[src/rtl/rtr_flags_tracker.sv]
`default_nettype none
// ============================================================================
//  Module      : rtr_flags_tracker
//  Description : Per-(output port, packet class) flag storage for the router
//                output stage. Accepts overwrite or set/clear updates, serves
//                NUM_LOOKUPS independent registered lookups with same-cycle
//                update bypass, exports the whole stored array and raises a
//                sticky error on malformed one-hot selects.
//  Revision    : 1.0 - initial release
// ----------------------------------------------------------------------------
//  Ports
//    clk            clock, all state changes on the rising edge
//    reset          asynchronous active-low reset
//    upd_*          update request: one-hot port/class, data to write/set
//    clr_*          clear request (set/clear mode only): one-hot port/class,
//                   bits to clear
//    lkp_valid      per-channel lookup request
//    lkp_sel_mc     per-channel one-hot message class
//    lkp_route_op   per-channel one-hot output port
//    lkp_route_orc  per-channel one-hot resource class
//    flags          per-channel registered lookup result
//    flags_valid    per-channel registered copy of lkp_valid
//    flags_op_opc   stored flag array (entry e at [e*WIDTH +: WIDTH])
//    error          sticky malformed-select indicator
// ============================================================================
module rtr_flags_tracker #(
    parameter int                 NUM_MESSAGE_CLASSES  = 2,
    parameter int                 NUM_RESOURCE_CLASSES = 2,
    parameter int                 NUM_PORTS            = 5,
    parameter int                 WIDTH                = 1,
    parameter int                 NUM_LOOKUPS          = 2,
    parameter int                 UPDATE_MODE          = 0,
    parameter logic [WIDTH-1:0]   RESET_VALUE          = '0
) (
    input  logic                                            clk,
    input  logic                                            reset,
    input  logic                                            upd_valid,
    input  logic [0:NUM_PORTS-1]                            upd_op,
    input  logic [0:NUM_MESSAGE_CLASSES*NUM_RESOURCE_CLASSES-1] upd_opc,
    input  logic [WIDTH-1:0]                                upd_data,
    input  logic                                            clr_valid,
    input  logic [0:NUM_PORTS-1]                            clr_op,
    input  logic [0:NUM_MESSAGE_CLASSES*NUM_RESOURCE_CLASSES-1] clr_opc,
    input  logic [WIDTH-1:0]                                clr_data,
    input  logic [0:NUM_LOOKUPS-1]                          lkp_valid,
    input  logic [0:NUM_LOOKUPS*NUM_MESSAGE_CLASSES-1]      lkp_sel_mc,
    input  logic [0:NUM_LOOKUPS*NUM_PORTS-1]                lkp_route_op,
    input  logic [0:NUM_LOOKUPS*NUM_RESOURCE_CLASSES-1]     lkp_route_orc,
    output logic [0:NUM_LOOKUPS*WIDTH-1]                    flags,
    output logic [0:NUM_LOOKUPS-1]                          flags_valid,
    output logic [0:NUM_PORTS*NUM_MESSAGE_CLASSES*NUM_RESOURCE_CLASSES*WIDTH-1] flags_op_opc,
    output logic                                            error
);

    localparam int NMC         = NUM_MESSAGE_CLASSES;
    localparam int NRC         = NUM_RESOURCE_CLASSES;
    localparam int NPC         = NMC * NRC;
    localparam int NUM_ENTRIES = NUM_PORTS * NPC;

    logic [WIDTH-1:0]       r_mem  [NUM_ENTRIES];
    logic [WIDTH-1:0]       w_next [NUM_ENTRIES];
    logic [0:NUM_LOOKUPS-1] r_flags_valid;
    logic [0:NUM_LOOKUPS-1] w_lkp_bad;
    logic                   w_upd_bad;
    logic                   w_clr_bad;
    logic                   r_error;

    // ------------------------------------------------------------------
    // Storage: one register per entry, next-state also feeds the lookup
    // bypass so a same-cycle write is visible to readers.
    // ------------------------------------------------------------------
    for (genvar p = 0; p < NUM_PORTS; p++) begin : g_port
        for (genvar c = 0; c < NPC; c++) begin : g_pc
            localparam int ENTRY_IDX = p * NPC + c;

            logic w_hit_u;
            assign w_hit_u = upd_valid & upd_op[p] & upd_opc[c];

            if (UPDATE_MODE == 0) begin : g_ovr
                assign w_next[ENTRY_IDX] = w_hit_u ? upd_data : r_mem[ENTRY_IDX];
            end else begin : g_setclr
                logic w_hit_c;
                assign w_hit_c = clr_valid & clr_op[p] & clr_opc[c];
                // Clear is applied first and the set ORed afterwards, so a
                // bit that is both set and cleared ends up set.
                assign w_next[ENTRY_IDX] =
                    (r_mem[ENTRY_IDX] & ~(w_hit_c ? clr_data : {WIDTH{1'b0}})) |
                    (w_hit_u ? upd_data : {WIDTH{1'b0}});
            end

            always_ff @(posedge clk or negedge reset) begin
                if (!reset) begin
                    r_mem[ENTRY_IDX] <= RESET_VALUE;
                end else begin
                    r_mem[ENTRY_IDX] <= w_next[ENTRY_IDX];
                end
            end

            assign flags_op_opc[ENTRY_IDX*WIDTH +: WIDTH] = r_mem[ENTRY_IDX];
        end
    end

    // ------------------------------------------------------------------
    // Lookup channels: AND-OR decode over the bypassed next-state values.
    // A malformed select ORs every decoded entry; a zero select gives 0.
    // ------------------------------------------------------------------
    for (genvar k = 0; k < NUM_LOOKUPS; k++) begin : g_lkp
        logic [WIDTH-1:0] w_rd;
        logic [WIDTH-1:0] r_flags;

        always_comb begin
            w_rd = '0;
            for (int p = 0; p < NUM_PORTS; p++) begin
                for (int m = 0; m < NMC; m++) begin
                    for (int r = 0; r < NRC; r++) begin
                        if (lkp_route_op[k*NUM_PORTS + p] &&
                            lkp_sel_mc[k*NMC + m] &&
                            lkp_route_orc[k*NRC + r]) begin
                            w_rd = w_rd | w_next[p*NPC + m*NRC + r];
                        end
                    end
                end
            end
        end

        always_ff @(posedge clk or negedge reset) begin
            if (!reset) begin
                r_flags <= '0;
            end else if (lkp_valid[k]) begin
                r_flags <= w_rd;
            end
        end

        assign flags[k*WIDTH +: WIDTH] = r_flags;

        assign w_lkp_bad[k] = lkp_valid[k] &
            ~($onehot(lkp_sel_mc[k*NMC +: NMC]) &
              $onehot(lkp_route_op[k*NUM_PORTS +: NUM_PORTS]) &
              $onehot(lkp_route_orc[k*NRC +: NRC]));
    end

    // ------------------------------------------------------------------
    // Malformed-select detection (only valid requests are inspected)
    // ------------------------------------------------------------------
    assign w_upd_bad = upd_valid & ~($onehot(upd_op) & $onehot(upd_opc));

    if (UPDATE_MODE == 1) begin : g_clr_chk
        assign w_clr_bad = clr_valid & ~($onehot(clr_op) & $onehot(clr_opc));
    end else begin : g_clr_sink
        // Clear port is inert in overwrite mode.
        logic w_unused_clr;
        assign w_unused_clr = ^{clr_valid, clr_op, clr_opc, clr_data};
        assign w_clr_bad    = 1'b0;
    end

    always_ff @(posedge clk or negedge reset) begin
        if (!reset) begin
            r_flags_valid <= '0;
            r_error       <= 1'b0;
        end else begin
            r_flags_valid <= lkp_valid;
            r_error       <= r_error | w_upd_bad | w_clr_bad | (|w_lkp_bad);
        end
    end

    assign flags_valid = r_flags_valid;
    assign error       = r_error;

endmodule
`default_nettype wire

[config.mk]
export PLATFORM = sky130hd
export DESIGN_NAME = rtr_flags_tracker
export DESIGN_NICKNAME = d
export VERILOG_FILES = /design/src/rtl/rtr_flags_tracker.sv
export SDC_FILE = /design/constraint.sdc
export NUM_CORES = 1
export LEC_CHECK = 0
export ABC_CLOCK_PERIOD_IN_PS = 1500
export CORE_MARGIN = 1
export CORE_UTILIZATION = 30
export DETAILED_ROUTE_END_ITERATION = 10
export SYNTH_ARGS = -nofsm -noshare
export SYNTH_HDL_FRONTEND = slang
export SYNTH_SLANG_ARGS = --single-unit
[constraint.sdc]
create_clock -name clk -period 1.5 [get_ports clk]
set_input_delay 0.3 -clock clk [delete_from_list [all_inputs] [get_ports clk]]
set_output_delay 0.3 -clock clk [all_outputs]
set_load 0.02 [all_outputs]
Word-level counts from Yosys, hierarchy flattened
Index checks and enable logic that the tools add are counted.
- register bits: 25
- output and inout port bits: 25
- logic and storage cells: 248
- mux-type cells: 60
- eq/ne operators: 8
- add/subtract/negate cells: 19
- bitwise operators: 76
- reduce and logical (&&, ||, !) cells: 61
- operators with widths (cell ; number):
    $logic_and A1 B1 Y1 ; 60
    $mux W1 ; 60
    $or A1 B1 Y1 ; 40
    $and A1 B1 Y1 ; 33
    $add A1 B1 Y2 ; 12
    $add A2 B2 Y3 ; 4
    $eq A3 B1 Y1 const B ; 4
    $add A3 B1 Y3 ; 3
    $eq A2 B1 Y1 const B ; 4
    $not A1 Y1 ; 3
    $reduce_or A2 Y1 ; 1

Depth between registers and ports, before layout
- depth in word-level cells: 42
- gate-level depth with buffers: 9
- gate-level depth less buffers: 9

Worst setup path before layout
OpenSTA, ideal clock, no wires.
- path type: in2reg
- start point: in lkp_route_op[9] (netlist name)
- end point: reg r_error, in the netlist error
- slack: -0.777 ns
- arrival time: 2.152 ns
- stages on the path: 8
- path buffers: 0
- required time: 1.374 ns
- path through: fa_1 > inv_1 > fa_1 > inv_1 > ha_1 > or4_1 > o21ai_0 > nand2_1
- cells in the longest elaborated chain, start to end: 10
- RTL lines (element ; line ; text):
    from (decl) ; 47 ; input logic [0:NUM_LOOKUPS*NUM_PORTS-1] lkp_route_op,
    $add A1 B1 Y2 ; 138 ; $onehot(lkp_route_op[k*NUM_PORTS +: NUM_PORTS]) &
    $add A2 B2 Y3 ; 138 ;
    $add A3 B1 Y3 ; 138 ;
    $eq A3 B1 Y1 ; 138 ;
    $and A1 B1 Y1 ; 137 ; ~($onehot(lkp_sel_mc[k*NMC +: NMC]) &
    $and A1 B1 Y1 ; 138 ;
    $not A1 Y1 ; 137 ;
    $and A1 B1 Y1 ; 136 ; assign w_lkp_bad[k] = lkp_valid[k] &
    $reduce_or A2 Y1 ; 162 ; r_error <= r_error | w_upd_bad | w_clr_bad | (|w_lkp_bad);
    $or A1 B1 Y1 ; 162 ;
    to (signal assigned) ; 162 ;
    to (decl) ; 66 ; logic r_error;
No other way between the ends.
A chain may end at the register's enable or synchronous reset.

Worst setup path after layout
- start point: in upd_op[4] (netlist name)
- end point: reg r_error, in the netlist error
- cells in the longest elaborated chain, start to end: 9
- RTL lines (element ; line ; text):
    from (decl) ; 38 ; input logic [0:NUM_PORTS-1] upd_op,
    $add A1 B1 Y2 (implied by the code) ; 145 ; assign w_upd_bad = upd_valid & ~($onehot(upd_op) & $onehot(upd_opc));
    $add A2 B2 Y3 (implied by the code) ; 145 ;
    $add A3 B1 Y3 (implied by the code) ; 145 ;
    $eq A3 B1 Y1 ; 145 ;
    $and A1 B1 Y1 ; 145 ;
    $not A1 Y1 ; 145 ;
    $and A1 B1 Y1 ; 145 ;
    $or A1 B1 Y1 (2 in a row) ; 162 ;
No other way between the ends.

==> results.yml <==
cts:
  clockBufferDepth: 2
  h-tree-depth: 1
  cts-buffers-inserted: 3
  clk_latency_ns: 0.27
  cts.sinks: 25
  cts_root_buf: "clkbuf_8"
  clkTransAtPathRegs_ns: 0.08
  cts_tree: "done"
floorplanning:
  coreArea_um2: 5540
  dieHeight_um: 78.0
  start_util_pct: 31.3
  die-area_um2: 6090
  fp-row-count: 27
  io_pins: 69
  dieWidth_um: 78.0
timing:
  min_period_ns: 2.14
  postLayoutSetupSlackWorst_ns: -0.641
  tightest_slew_ns: 0.342
  setup_violations: 2
  clock.fmax_mhz: 467
  fin_skew_ns: 0.00147
  max_slew_margin_pct: 77.1
  period_share_pct: 143
  finalMaxSlewViolations: 0
  holdWs_ns: 0.382
  rsz0062_at_grt: "true"
  hold_violations: 0
power_and_ir_drop:
  irDropWorstVdd_mv: 0.366
  pwr_density_cell_nw_per_um2: 840
  p_leak_uw: 0.00133
final_layout:
  area_delta_synth_final_pct: 68.4
  n_fill_cell: 523
  fin_cells: 332
  fin_area_um2: 2920
  finalNetCount: 317
  drive_above_1_share_pct: 44.2
  diodes: 0
  fin_util_pct: 52.7
critical_path:
  startpoint_type: "input port"
  worstRegToRegCells: 4
  path_cells: "buf_8 -> fa_1 -> fa_2 -> ha_4 -> nor4b_4 -> nand3b_1 -> a221oi_2 -> nand2_1"
  cpPeakStageDelay_ns: 0.51
  criticalPathCategory: "input port to flip-flop"
  required_ns: 1.66
  slowest_stage: "fa_1"
  cp_max_fo: 2
  cp.arrival_ns: 2.30
  critPathCaptureType: "flip-flop"
  rrSetupSlack_ns: 0.07
placed_design:
  io_buffers: 57
  dpl.hpwl_um: 4020
  placed_area_um2: 2650
  gp_congestion: 0.822
  dp_slack_ns: -1.39
  numPlacedInstances: 322
route:
  wire_per_inst_um: 16.6
  ant_nets: 0
  drt_wl_total_um: 5510
  drc: 0
  first_pass_iters: 4
  vias_per_cell: 5.24
  first_iter_violations: 139
  vias: 1741
flow_run:
  drv_cap: 0
yosys:
  syn_nets: 223
  synth_seq_area_share_pct: 36.1
  ys_types: 34
  synth_area_leaders: "dfrtp_1 (36%), fa_1 (8.1%), mux2_4 (6.9%)"
  synth.avg_cell_area_um2: 10.4
  yosysWarnings: 0
  ys_seq_elements: 25
  syn_area_um2: 1730
  yosysTopAreaCell: "dfrtp_1"
  synth_cells: 167
  yosysTopAreaCellShare_pct: 36.1
run_status:
  violations: "setup timing"
  status: "finished with violations"
global_route:
  antenna_found_initial: 0
  grt_pass1_vias: 1757
  grtUsageTotal_pct: 19.3
  grt_overflow: 0
  grt_pass1_wl_um: 8920
  grt_max_degree: 26
hold_path:
  hold_class: "input port to async pin"
## final timing paths
check                                      start          endpoint
worst min-delay path                       reset   flags_op_opc[8]
worst max register to register  flags_op_opc[12]  g_lkp[0].r_flags
max in group asynchronous                  reset  g_lkp[0].r_flags
worst max-delay path                   upd_op[4]             error
min in group clk                        upd_data  flags_op_opc[14]
worst min register to register             error             error
## registers in the layout, summed over array words and instances (netlist names)
name,cells
flags_valid,2
error,1
flags_op_opc,20
g_lkp.r_flags,2
## kinds of logic (layout without fill, tap and decap cells)
| group | after synthesis | in the layout | synth area share, % |
|---|---|---|---|
| AO/OA/AOI/OAI | 28 | 28 | 12.3 |
| adder cells (fa/ha/maj) | 12 | 12 | 11.7 |
| multiplexers | 20 | 20 | 14.7 |
| flip-flops | 25 | 25 | 36.1 |
| buffers and inverters | 28 | 121 | 7.57 |
| XOR/XNOR | 4 | 4 | 2.02 |
| AND/OR/NAND/NOR | 50 | 50 | 15.7 |
## worst max-delay path, delay by kind of cell
family,cells,cell delay (ns)
AO/OA/AOI/OAI,1,0.32
adder cells (fa/ha/maj),3,1.12
buffers and inverters,1,0.10
AND/OR/NAND/NOR,3,0.46
## layout make-up
type	instances	area, µm²	area share, %
timing repair buffer	102	917	31.4
tap	72	90.1	3.08
clock buffer	4	45.0	1.54
inverter	15	56.3	1.93
multi-input combinational	114	1190	40.6
sequential	25	626	21.4
## power by group
group / internal (µW) / switching [µW]
combinational: 595 / 605
sequential: 790 / 62.8
clock: 190 / 209
total: 1580 / 876
## through the flow
| stage | setup TNS, ns | power [µW] |
|---|---|---|
| 2_1_floorplan | -0.685 | 1430 |
| 3_5_place_dp | -4.44 | 2000 |
| 3_3_place_gp | -4.38 | 1990 |
| 4_1_cts | -0.623 | 2390 |
| 5_1_grt | -0.784 | 2590 |
| 6_report | -0.658 | 2450 |
## synthesized netlist by cell type (all sizes together)
cell    number
a22oi        8
clkbuf       8
nand2        7
a31oi        4
buf          5
nand3b       1
mux2        20
dfrtp       25
xnor2        2
o21ai        2
inv         15
a311oi       1
xor2         2
ha           5
nand3       22
nand4       13
a22o         7
or4          1
nor3         1
nor4b        1
a221oi       1
a41oi        1
nor2         3
and4         1
fa           7
o22ai        4
## timing repair
| action | in CTS | in global routing |
|---|---|---|
| pin swaps | 24 | 15 |
| setup endpoints to repair | 28 | 3 |
| gates cloned | 2 | 2 |
| gates resized for setup | 117 | 33 |
| hold buffers | 0 | 0 |
| buffers inserted | 2 | 0 |
## metal layers
metal | wire, µm | track usage [%] | vias up
li1 | - | - | 812
met1 | 2390 | 26.5 | 849
met2 | 2700 | 31.3 | 72
met3 | 328 | 2.91 | 8
met4 | 83 | 5.56 | 0
met5 | 0 | 0 | -
## placed cells by master, fill, tap and decap left out, drive strengths merged
cell type	n
ha	5
clkdlybuf4s50	15
fa	7
or4	1
a22o	7
a311oi	1
xnor2	2
dlygate4sd2	25
nor2	3
a22oi	8
buf	56
nor3	1
a41oi	1
mux2	20
nor4b	1
xor2	2
a31oi	4
nand3b	1
dfrtp	25
inv	15
and4	1
nand3	22
o21ai	2
nand2	7
o22ai	4
clkdlybuf4s15	1
a221oi	1
nand4	13
clkbuf	9
No activity file was read; power rests on OpenSTA's default activity.
